[src/rtl/logIP_pkg.sv]
// Shared logIP types and constants: SUMP/OLS opcodes, flow-control state,
// responder FSM/response kinds, and the ID/metadata byte constants.
package logIP_pkg;

   typedef enum logic [7:0] {
      CMD_S_SOFT_RESET         = 8'h00,
      CMD_S_RUN                = 8'h01,
      CMD_S_ID                 = 8'h02,
      CMD_OLS_QUERY_META_DATA  = 8'h04,
      CMD_OLS_FINISH_NOW       = 8'h05,
      CMD_OLS_QUERY_INPUT_DATA = 8'h06,
      CMD_S_XON                = 8'h11,
      CMD_S_XOFF               = 8'h13
   } opcode_t;

   typedef enum logic {XON = 1'b0, XOFF = 1'b1} xcrtl_t;

   typedef enum logic [1:0] {RSP_ID, RSP_META, RSP_INPUT} rsp_kind_t;

   typedef enum logic {IDLE, SEND} rsp_state_t;

   localparam logic [7:0] ID_BYTE0 = 8'h31;
   localparam logic [7:0] ID_BYTE1 = 8'h41;
   localparam logic [7:0] ID_BYTE2 = 8'h4C;
   localparam logic [7:0] ID_BYTE3 = 8'h53;

   localparam logic [7:0] META_END        = 8'h00;
   localparam logic [7:0] META_DEV_NAME   = 8'h01;
   localparam logic [7:0] META_FW_VER     = 8'h02;
   localparam logic [7:0] META_MEM_BYTES  = 8'h21;
   localparam logic [7:0] META_MAX_RATE   = 8'h23;
   localparam logic [7:0] META_NUM_PROBES = 8'h40;
   localparam logic [7:0] META_PROTO_VER  = 8'h41;

   localparam logic [7:0] PROTOCOL_VERSION = 8'd2;

   function automatic logic is_query(opcode_t op);
      return (op == CMD_S_ID) || (op == CMD_OLS_QUERY_META_DATA) ||
             (op == CMD_OLS_QUERY_INPUT_DATA);
   endfunction

   function automatic rsp_kind_t kind_of(opcode_t op);
      case (op)
         CMD_OLS_QUERY_META_DATA:  return RSP_META;
         CMD_OLS_QUERY_INPUT_DATA: return RSP_INPUT;
         default:                  return RSP_ID;
      endcase
   endfunction

   function automatic logic [4:0] last_idx(rsp_kind_t k);
      return (k == RSP_META) ? 5'd31 : 5'd3;
   endfunction

endpackage

[src/rtl/sump_meta_rom.sv]
// Combinational metadata ROM: 5-bit byte index to OLS metadata record byte.
module sump_meta_rom
   import logIP_pkg::*;
#(
   parameter int unsigned MEM_BYTES   = 24576,
   parameter int unsigned MAX_RATE_HZ = 200000000,
   parameter int unsigned NUM_PROBES  = 32
) (
   input  logic [4:0] idx,
   output logic [7:0] data
);

   localparam logic [31:0] MEM_W  = MEM_BYTES;
   localparam logic [31:0] RATE_W = MAX_RATE_HZ;
   localparam logic [7:0]  PROBES = 8'(NUM_PROBES);

   always_comb begin
      data = META_END;
      case (idx)
         5'd0:    data = META_DEV_NAME;
         5'd1:    data = 8'h4C;  // "LogIP v0.1"
         5'd2:    data = 8'h6F;
         5'd3:    data = 8'h67;
         5'd4:    data = 8'h49;
         5'd5:    data = 8'h50;
         5'd6:    data = 8'h20;
         5'd7:    data = 8'h76;
         5'd8:    data = 8'h30;
         5'd9:    data = 8'h2E;
         5'd10:   data = 8'h31;
         5'd11:   data = 8'h00;
         5'd12:   data = META_FW_VER;
         5'd13:   data = 8'h30;  // "0.1"
         5'd14:   data = 8'h2E;
         5'd15:   data = 8'h31;
         5'd16:   data = 8'h00;
         5'd17:   data = META_MEM_BYTES;
         5'd18:   data = MEM_W[31:24];
         5'd19:   data = MEM_W[23:16];
         5'd20:   data = MEM_W[15:8];
         5'd21:   data = MEM_W[7:0];
         5'd22:   data = META_MAX_RATE;
         5'd23:   data = RATE_W[31:24];
         5'd24:   data = RATE_W[23:16];
         5'd25:   data = RATE_W[15:8];
         5'd26:   data = RATE_W[7:0];
         5'd27:   data = META_NUM_PROBES;
         5'd28:   data = PROBES;
         5'd29:   data = META_PROTO_VER;
         5'd30:   data = PROTOCOL_VERSION;
         default: data = META_END;
      endcase
   end

endmodule

[src/rtl/sump_responder.sv]
// SUMP/OLS query responder: serialises ID, metadata or an input snapshot
// to the UART TX over valid/ready, honouring XON/XOFF.
module sump_responder
   import logIP_pkg::*;
#(
   parameter int unsigned MEM_BYTES   = 24576,
   parameter int unsigned MAX_RATE_HZ = 200000000,
   parameter int unsigned NUM_PROBES  = 32
) (
   input  logic        clk_i,
   input  logic        rst_i,
   input  opcode_t     cmd_i,
   input  logic        cmd_stb_i,
   input  xcrtl_t      xctrl_i,
   input  logic [31:0] smpl_i,
   output logic [7:0]  tx_data_o,
   output logic        tx_vld_o,
   input  logic        tx_rdy_i,
   output logic        busy_o
);

   rsp_state_t  state_q, state_d;
   rsp_kind_t   kind_q, kind_d, ld_kind;
   logic [4:0]  idx_q, idx_d, ld_idx;
   logic [31:0] smpl_q, smpl_d, ld_smpl;
   logic [7:0]  rom_byte, data_d;
   logic        vld_d, load;
   logic        soft_rst, accept, xfer, last_xfer, xon;

   assign soft_rst  = cmd_stb_i && (cmd_i == CMD_S_SOFT_RESET);
   assign accept    = (state_q == IDLE) && cmd_stb_i && is_query(cmd_i);
   assign xfer      = tx_vld_o && tx_rdy_i;
   assign last_xfer = (state_q == SEND) && xfer && (idx_q == last_idx(kind_q));
   assign xon       = (xctrl_i == XON);
   assign busy_o    = (state_q == SEND);

   always_ff @(posedge clk_i) begin
      if (rst_i) state_q <= IDLE;
      else       state_q <= state_d;
   end

   always_comb begin
      state_d = state_q;
      case (state_q)
         IDLE:    if (accept)    state_d = SEND;
         SEND:    if (last_xfer) state_d = IDLE;
         default: state_d = IDLE;
      endcase
      if (soft_rst) state_d = IDLE;
   end

   // The byte to present next is chosen from the index/kind/sample it will
   // belong to, so byte 0 can be registered in the accept cycle itself.
   always_comb begin
      idx_d   = idx_q;
      kind_d  = kind_q;
      smpl_d  = smpl_q;
      ld_idx  = idx_q;
      ld_kind = kind_q;
      ld_smpl = smpl_q;
      load    = 1'b0;
      if (soft_rst) begin
         idx_d = '0;
      end else if (accept) begin
         kind_d  = kind_of(cmd_i);
         smpl_d  = smpl_i;
         idx_d   = '0;
         ld_kind = kind_d;
         ld_smpl = smpl_i;
         ld_idx  = '0;
         load    = xon;
      end else if (state_q == SEND) begin
         if (xfer) begin
            idx_d  = last_xfer ? '0 : idx_q + 5'd1;
            ld_idx = idx_q + 5'd1;
            load   = xon && !last_xfer;
         end else if (!tx_vld_o) begin
            load = xon;
         end
      end
   end

   sump_meta_rom #(
      .MEM_BYTES   (MEM_BYTES),
      .MAX_RATE_HZ (MAX_RATE_HZ),
      .NUM_PROBES  (NUM_PROBES)
   ) u_meta_rom (
      .idx  (ld_idx),
      .data (rom_byte)
   );

   always_comb begin
      vld_d  = tx_vld_o && !xfer && !soft_rst;
      data_d = tx_data_o;
      if (load) begin
         vld_d = 1'b1;
         case (ld_kind)
            RSP_META:  data_d = rom_byte;
            RSP_INPUT: data_d = ld_smpl[8*ld_idx[1:0] +: 8];
            default: begin
               case (ld_idx[1:0])
                  2'd0:    data_d = ID_BYTE0;
                  2'd1:    data_d = ID_BYTE1;
                  2'd2:    data_d = ID_BYTE2;
                  default: data_d = ID_BYTE3;
               endcase
            end
         endcase
      end
   end

   always_ff @(posedge clk_i) begin
      if (rst_i) begin
         tx_data_o <= '0;
         tx_vld_o  <= 1'b0;
         idx_q     <= '0;
         kind_q    <= RSP_ID;
         smpl_q    <= '0;
      end else begin
         tx_data_o <= data_d;
         tx_vld_o  <= vld_d;
         idx_q     <= idx_d;
         kind_q    <= kind_d;
         smpl_q    <= smpl_d;
      end
   end

endmodule

[config.mk]
export PLATFORM = sky130hd
export DESIGN_NAME = sump_responder
export DESIGN_NICKNAME = d
export VERILOG_FILES = /design/src/rtl/logIP_pkg.sv /design/src/rtl/sump_meta_rom.sv /design/src/rtl/sump_responder.sv
export SDC_FILE = /design/constraint.sdc
export NUM_CORES = 1
export LEC_CHECK = 0
export CAP_MARGIN = 20
export CORE_MARGIN = 5
export CORE_UTILIZATION = 48
export CTS_CLUSTER_DIAMETER = 30
export DETAILED_ROUTE_END_ITERATION = 12
export GPL_TIMING_DRIVEN = 0
export HOLD_SLACK_MARGIN = 0.08
export PLACE_DENSITY = 0.8
export SYNTH_ARGS = -nofsm -noshare
export SYNTH_HDL_FRONTEND = slang
export SYNTH_SLANG_ARGS = --single-unit
export TNS_END_PERCENT = 10
[constraint.sdc]
create_clock -name clk_i -period 4 [get_ports clk_i]
set_input_delay 1.2 -clock clk_i [delete_from_list [all_inputs] [get_ports clk_i]]
set_output_delay 1.2 -clock clk_i [all_outputs]
set_load 0.02 [all_outputs]
==> results.py, run 1 <==
metrics = {
    "outcome": {
        "status": "finished clean",
    },
    "final_layout": {
        "syn_to_final_growth_pct": 32.9,
        "drive_gt1_frac": 0.144,
        "ff_latch_area_sq_um": 981,
        "n_antenna_cell": 0,
        "num-nets-final": 527,
        "multi_input_area_sq_um": 2120,
        "fill_cells": 536,
    },
    "global_route": {
        "grt_first_pass_wirelength_um": 15200,
        "overflow": 0,
        "grt_pass1_vias": 3164,
        "track_usage": 0.222,
        "grt_max_degree": 17,
        "antenna_found_initial": 0,
    },
    "clock_tree": {
        "hold_buffers": 0,
        "cts_tree": "yes",
        "cts_buffers": 5,
        "clockBufferDepth": 2,
        "htreeDepth": 2,
        "clock_sinks": 49,
        "insertion_delay_ns": 0.31,
        "clk_pin_slew_ns": 0.10,
        "cts_root_buf": "clkbuf_8",
    },
    "setup_path": {
        "arrival_ns": 4.16,
        "slowest_stage": "or4_4",
        "critPathMaxFanout": 10,
        "cp.depth": 13,
        "critPathCaptureType": "flip-flop",
        "cpLargestDelayFamily": "simple AND/OR/NAND/NOR gates",
        "reg2regPathDepth": 12,
        "path_buf_inv": 5,
        "path_cells": "dlygate4sd2_1 > or4_4 > or4_4 > buf_8 > buf_8 > a21oi_4 > inv_2 > ha_4 > or2_0 > clkbuf_8 > nor4_4 > a21oi_1 > a21oi_1",
        "crit_required_ns": 4.24,
        "cpPeakStageDelay_ns": 0.57,
        "critical_path_class": "input port to flip-flop",
        "startpoint_type": "input port",
    },
    "timing": {
        "period_minus_slack_ns": 3.91,
        "slew_viol_final": 0,
        "hold_viol": 0,
        "finClkSkew_ns": 0.00535,
        "fin_ws_ns": 0.0868,
        "finalSetupViolations": 0,
        "tns_ns": 0,
        "relSlewSlack": 0.533,
        "finalCritPeriodShare": 0.978,
        "tightestPinTransition_ns": 0.701,
        "rsz0062_at_grt": "no",
        "fmax_mhz": 256,
    },
    "place": {
        "place_hpwl_um": 6590,
        "portBuffers": 54,
        "post-place-ws_ns": -0.970,
        "place_congestion": 0.951,
    },
    "yosys": {
        "seq_area_frac_synth": 0.318,
        "ys_warn_count": 0,
        "yosys-top-cells-area": "dfxtp_1 (32%), nand2_1 (11%), a21oi_1 (9.4%)",
        "yosysTopAreaCell": "dfxtp_1",
        "yosys_most_used_dff": "dfxtp_1",
        "syn_nets": 461,
        "postSynthAreaPerCell_sq_um": 7.64,
        "syn_inst": 404,
        "syn_area_sq_um": 3090,
        "synth-edff-count": 0,
        "ys_async_sr_fraction": 0,
        "ys_ff_latch": 49,
        "ys_types": 57,
        "synthDominantCellAreaShare": 0.318,
    },
    "floorplanning": {
        "pin_count": 55,
        "chipWidth_um": 90.2,
        "start_util": 0.489,
        "core_area_sq_um": 6310,
        "die_area_sq_um": 8140,
        "dieHeight_um": 90.2,
        "placementRows": 29,
    },
    "detailed_routing": {
        "drtPass1Iterations": 5,
        "wire_per_inst_um": 17.6,
        "drc": 0,
        "drt_iter0_drc": 311,
        "ant_nets": 0,
        "vias": 3340,
        "routed_wirelength_um": 9670,
        "vias_per_cell": 6.09,
    },
    "hold_path": {
        "hold_depth": 2,
        "min-delay-path-class": "flip-flop to flip-flop",
    },
    "power": {
        "p_per_area_nw_per_um2": 230,
        "worst_ir_drop_vdd_mv": 0.223,
        "p_leak_uw": 0.00151,
    },
    "flow_run": {
        "maxCapViolations": 0,
    },
}
placed cells by master, fill, tap and decap left out, types with 3 or more instances in the layout:
master / n
a211oi_1: 4
a21oi_1: 54
a21oi_4: 3
a31oi_1: 5
and2_1: 3
and3_1: 5
buf_1: 3
buf_2: 6
buf_4: 6
clkbuf_1: 12
clkbuf_2: 4
clkbuf_8: 8
clkdlybuf4s50_1: 47
dfxtp_1: 49
dlymetal6s2s_1: 3
ha_1: 8
inv_1: 8
inv_2: 3
mux2_2: 4
mux2i_1: 14
nand2_1: 91
nand3_1: 12
nand4_1: 4
nor2_1: 13
nor2b_1: 6
nor3_1: 6
nor4_4: 5
o211ai_1: 9
o21ai_0: 13
o31ai_1: 3
or3_1: 3
xnor2_1: 4
path summary, 6_finish.rpt:
path,startpoint,endpoint,slack [ns]
setup / recovery,cmd_i[5],tx_data_o[7]$_SDFFE_PP0P_,0.09
hold / removal,smpl_q[17]$_SDFF_PP0_,smpl_q[17]$_SDFF_PP0_,0.46
setup reg to reg,busy_o$_SDFF_PP0_,tx_data_o[7]$_SDFFE_PP0P_,1.00
hold reg to reg,smpl_q[17]$_SDFF_PP0_,smpl_q[17]$_SDFF_PP0_,0.46
logic make-up after synthesis:
logic type | share of synthesized area
multiplexers | 0.0600
adder cells (fa/ha/maj) | 0.0486
AND/OR/NAND/NOR | 0.264
buffers and inverters | 0.0547
AO/OA/AOI/OAI | 0.241
flip-flops | 0.318
XOR/XNOR | 0.0142
synthesized netlist by cell type (2+ instances only):
cell,count
buf_1,3
buf_2,6
nor2b_1,6
a2111oi_0,2
xnor2_1,4
o211a_1,2
and2_1,3
a31oi_1,5
a311oi_1,2
nor3_1,7
and3_1,5
mux2i_1,14
clkbuf_1,18
nor4_4,3
mux2_2,4
o31ai_1,3
nor2_1,14
nand4_1,4
inv_1,10
a211oi_1,5
dfxtp_1,49
a21oi_1,58
ha_1,12
o211ai_1,9
o21ai_0,13
nor3b_1,2
or4_4,2
nand3_1,12
nor4_1,3
or3_1,3
nand2b_1,2
a221oi_1,3
nand2_1,91
o2111ai_1,2
through the flow:
stage / instances / cell area [sq um] / util / hold WS (ns) / total power, uW
floorplan: 404 / 3090 / - / 0.432 / 520
global placement: 535 / 3730 / 0.591 / 0.440 / 576
detailed placement: 535 / 3730 / 0.591 / 0.447 / 577
CTS: 547 / 4050 / 0.642 / 0.461 / 938
global route: 548 / 4100 / 0.650 / 0.474 / 958
finish: 548 / 4100 / 0.650 / 0.461 / 942
worst min-delay path, stage by stage, from the launching register on:
cell and delay, ns:
dfxtp_1 0.32, nand2_1 0.05, a21oi_1 0.05
power breakdown:
part | total (uW) | switching (uW) | internal [uW]
registers | 490 | 0.939 | 489
clock network | 373 | 185 | 188
logic | 78.8 | 33.7 | 45.1
total | 942 | 220 | 722
what timing repair did:
action                                  CTS  global route
buffers inserted                          5             1
pin swaps                                 9            11
cloned                                    0             0
endpoints found under the setup margin    8             8
gates resized for setup                  41            24
area by class of cell:
type / count / share of cell area
multi-input combinational: 315 / 0.517
sequential: 49 / 0.239
timing repair buffer: 60 / 0.141
buffer: 28 / 0.0424
tap: 77 / 0.0235
clock buffer: 5 / 0.0168
clock inverter: 3 / 0.0107
inverter: 11 / 0.0101
flip-flops by register name, summed over array words and instances (netlist names):
| signal | cells |
|---|---|
| kind_q | 2 |
| tx_vld_o | 1 |
| busy_o | 1 |
| idx_q | 5 |
| smpl_q | 32 |
| tx_data_o | 8 |
layer usage:
metal  vias up  GRT usage  wire [um]
met4         0      0.102        294
met5         -          0          0
met3        36     0.0492        823
met1      1547      0.258       3760
met2       190      0.385       4790
li1       1567          -          -
Power figures use the tool's default switching activity.
==> run 2, diff against run 1 <==
--- a/config.mk
+++ b/config.mk
@@ -10,6 +10,7 @@
 export CORE_UTILIZATION = 48
 export CTS_CLUSTER_DIAMETER = 30
 export DETAILED_ROUTE_END_ITERATION = 12
+export GPL_ROUTABILITY_DRIVEN = 0
 export GPL_TIMING_DRIVEN = 0
 export HOLD_SLACK_MARGIN = 0.08
 export PLACE_DENSITY = 0.8
==> results.py, run 2 (synthesized netlist as in run 1, its figures left out) <==
metrics = {
    "setup_path": {
        "slowest_stage": "or4_4",
        "arrival_ns": 4.20,
        "cpPeakStageDelay_ns": 0.57,
        "critPathMaxFanout": 10,
        "path_cells": "dlygate4sd2_1 > or4_4 > or4_4 > buf_12 > buf_12 > a21oi_4 > buf_6 > ha_4 > and2_1 > a31o_2 > nor4_4 > o41ai_2",
        "startpoint_type": "input port",
        "crit_required_ns": 4.23,
        "critPathCaptureType": "flip-flop",
        "critical_path_class": "input port to flip-flop",
    },
    "final_layout": {
        "largest-register": "smpl_q",
        "drive_gt1_frac": 0.154,
        "syn_to_final_growth_pct": 35.7,
        "largest_reg_flops": 32,
        "layout_commonest_cell": "nand2_1",
        "multi_input_area_sq_um": 2130,
        "n_antenna_cell": 0,
        "top_regs": "smpl_q: 32 flops, tx_data_o: 8 flops, idx_q: 5 flops",
        "fin_area_sq_um": 4190,
        "stdcell_count": 557,
        "ff_latch_area_sq_um": 981,
        "final_cell_mix": "nand2_1 (90), a21oi_1 (54), dfxtp_1 (49)",
        "num-nets-final": 536,
        "fill_cells": 522,
    },
    "floorplanning": {
        "start_util": 0.489,
        "placementRows": 29,
        "chipWidth_um": 90.2,
        "die_area_sq_um": 8140,
        "core_area_sq_um": 6310,
        "dieHeight_um": 90.2,
        "pin_count": 55,
    },
    "timing": {
        "relSlewSlack": 0.534,
        "period_minus_slack_ns": 3.97,
        "fin_ws_ns": 0.0295,
        "slew_viol_final": 0,
        "finalCritPeriodShare": 0.993,
        "finalSetupViolations": 0,
        "tightestPinTransition_ns": 0.698,
        "finClkSkew_ns": 0.0107,
        "hold_viol": 0,
        "fmax_mhz": 252,
    },
    "power": {
        "p_per_area_nw_per_um2": 216,
        "worst_ir_drop_vdd_mv": 0.170,
        "p_leak_uw": 0.00156,
    },
    "global_route": {
        "grt_max_degree": 17,
        "track_usage": 0.230,
        "overflow": 0,
        "grt_first_pass_wirelength_um": 15800,
        "antenna_found_initial": 0,
        "grt_pass1_vias": 3312,
    },
    "detailed_routing": {
        "vias": 3456,
        "vias_per_cell": 6.20,
        "routed_wirelength_um": 10200,
        "drt_iter0_drc": 339,
        "drtPass1Iterations": 8,
        "ant_nets": 0,
        "wire_per_inst_um": 18.2,
        "drc": 0,
    },
    "clock_tree": {
        "cts_tree": "yes",
        "clockBufferDepth": 2,
        "cts_buffers": 5,
        "clock_sinks": 49,
        "cts_root_buf": "clkbuf_8",
        "htreeDepth": 2,
        "insertion_delay_ns": 0.32,
        "hold_buffers": 0,
        "clk_pin_slew_ns": 0.10,
    },
    "place": {
        "postPlaceCellArea_sq_um": 3730,
        "place_hpwl_um": 6640,
        "dpl.cell_count": 535,
        "portBuffers": 54,
        "post-place-ws_ns": -0.956,
    },
    "hold_path": {
        "min-delay-path-class": "flip-flop to flip-flop",
    },
    "flow_run": {
        "maxCapViolations": 0,
    },
    "outcome": {
        "status": "finished clean",
    },
}
-- run 2: through the flow --
stage	hold slack (ns)	setup TNS (ns)	total power [uW]	utilization
2_1_floorplan	0.432	-0.0178	520	-
3_3_place_gp	0.439	-8.06	576	0.591
3_5_place_dp	0.443	-10.09	577	0.591
4_1_cts	0.457	-0.000603	900	0.640
5_1_grt	0.483	-0.0848	927	0.664
6_report	0.454	0	907	0.664
-- run 2: power breakdown --
group | internal [uW] | switching [uW] | total [uW]
Clock | 144 | 191 | 335
Combinational | 47.6 | 34.2 | 81.8
Sequential | 489 | 0.995 | 490
-- run 2: what timing repair did --
action / in CTS / in global routing
cloned: 0 / 0
pin swaps: 9 / 11
setup buffers: 7 / 9
gates resized for setup: 39 / 27
endpoints found under the setup margin: 8 / 8
-- run 2: metal layers --
layer,wire [um],GRT usage,vias up
met5,0,0,-
met4,299,0.0968,0
met3,817,0.0518,42
met2,5060,0.394,189
met1,3980,0.276,1638
li1,-,-,1587
-- run 2: worst paths after layout --
kind | startpoint | to | slack [ns] | cells after the start
worst min-delay path | smpl_q[13]$_SDFF_PP0_ | smpl_q[13]$_SDFF_PP0_ | 0.45 | 2
worst max register to register | tx_vld_o$_SDFF_PP0_ | tx_data_o[3]$_SDFFE_PP0P_ | 0.94 | 10
worst max-delay path | cmd_i[4] | tx_data_o[3]$_SDFFE_PP0P_ | 0.03 | 12
worst min register to register | smpl_q[13]$_SDFF_PP0_ | smpl_q[13]$_SDFF_PP0_ | 0.45 | 2
-- run 2: worst max-delay path, delay by kind of cell --
| kind | cells | cell delay [ns] |
|---|---|---|
| fa+ha+maj | 1 | 0.16 |
| simple gates | 4 | 1.44 |
| compound gates | 3 | 0.70 |
| buf+inv | 4 | 0.69 |
-- run 2: area by class of cell --
type                       instances  share of cell area
multi-input combinational        315               0.509
sequential                        49               0.234
timing repair buffer              70               0.159
buffer                            27              0.0412
tap                               77              0.0230
clock buffer                       6              0.0197
inverter                          11             0.00985
clock inverter                     2             0.00418
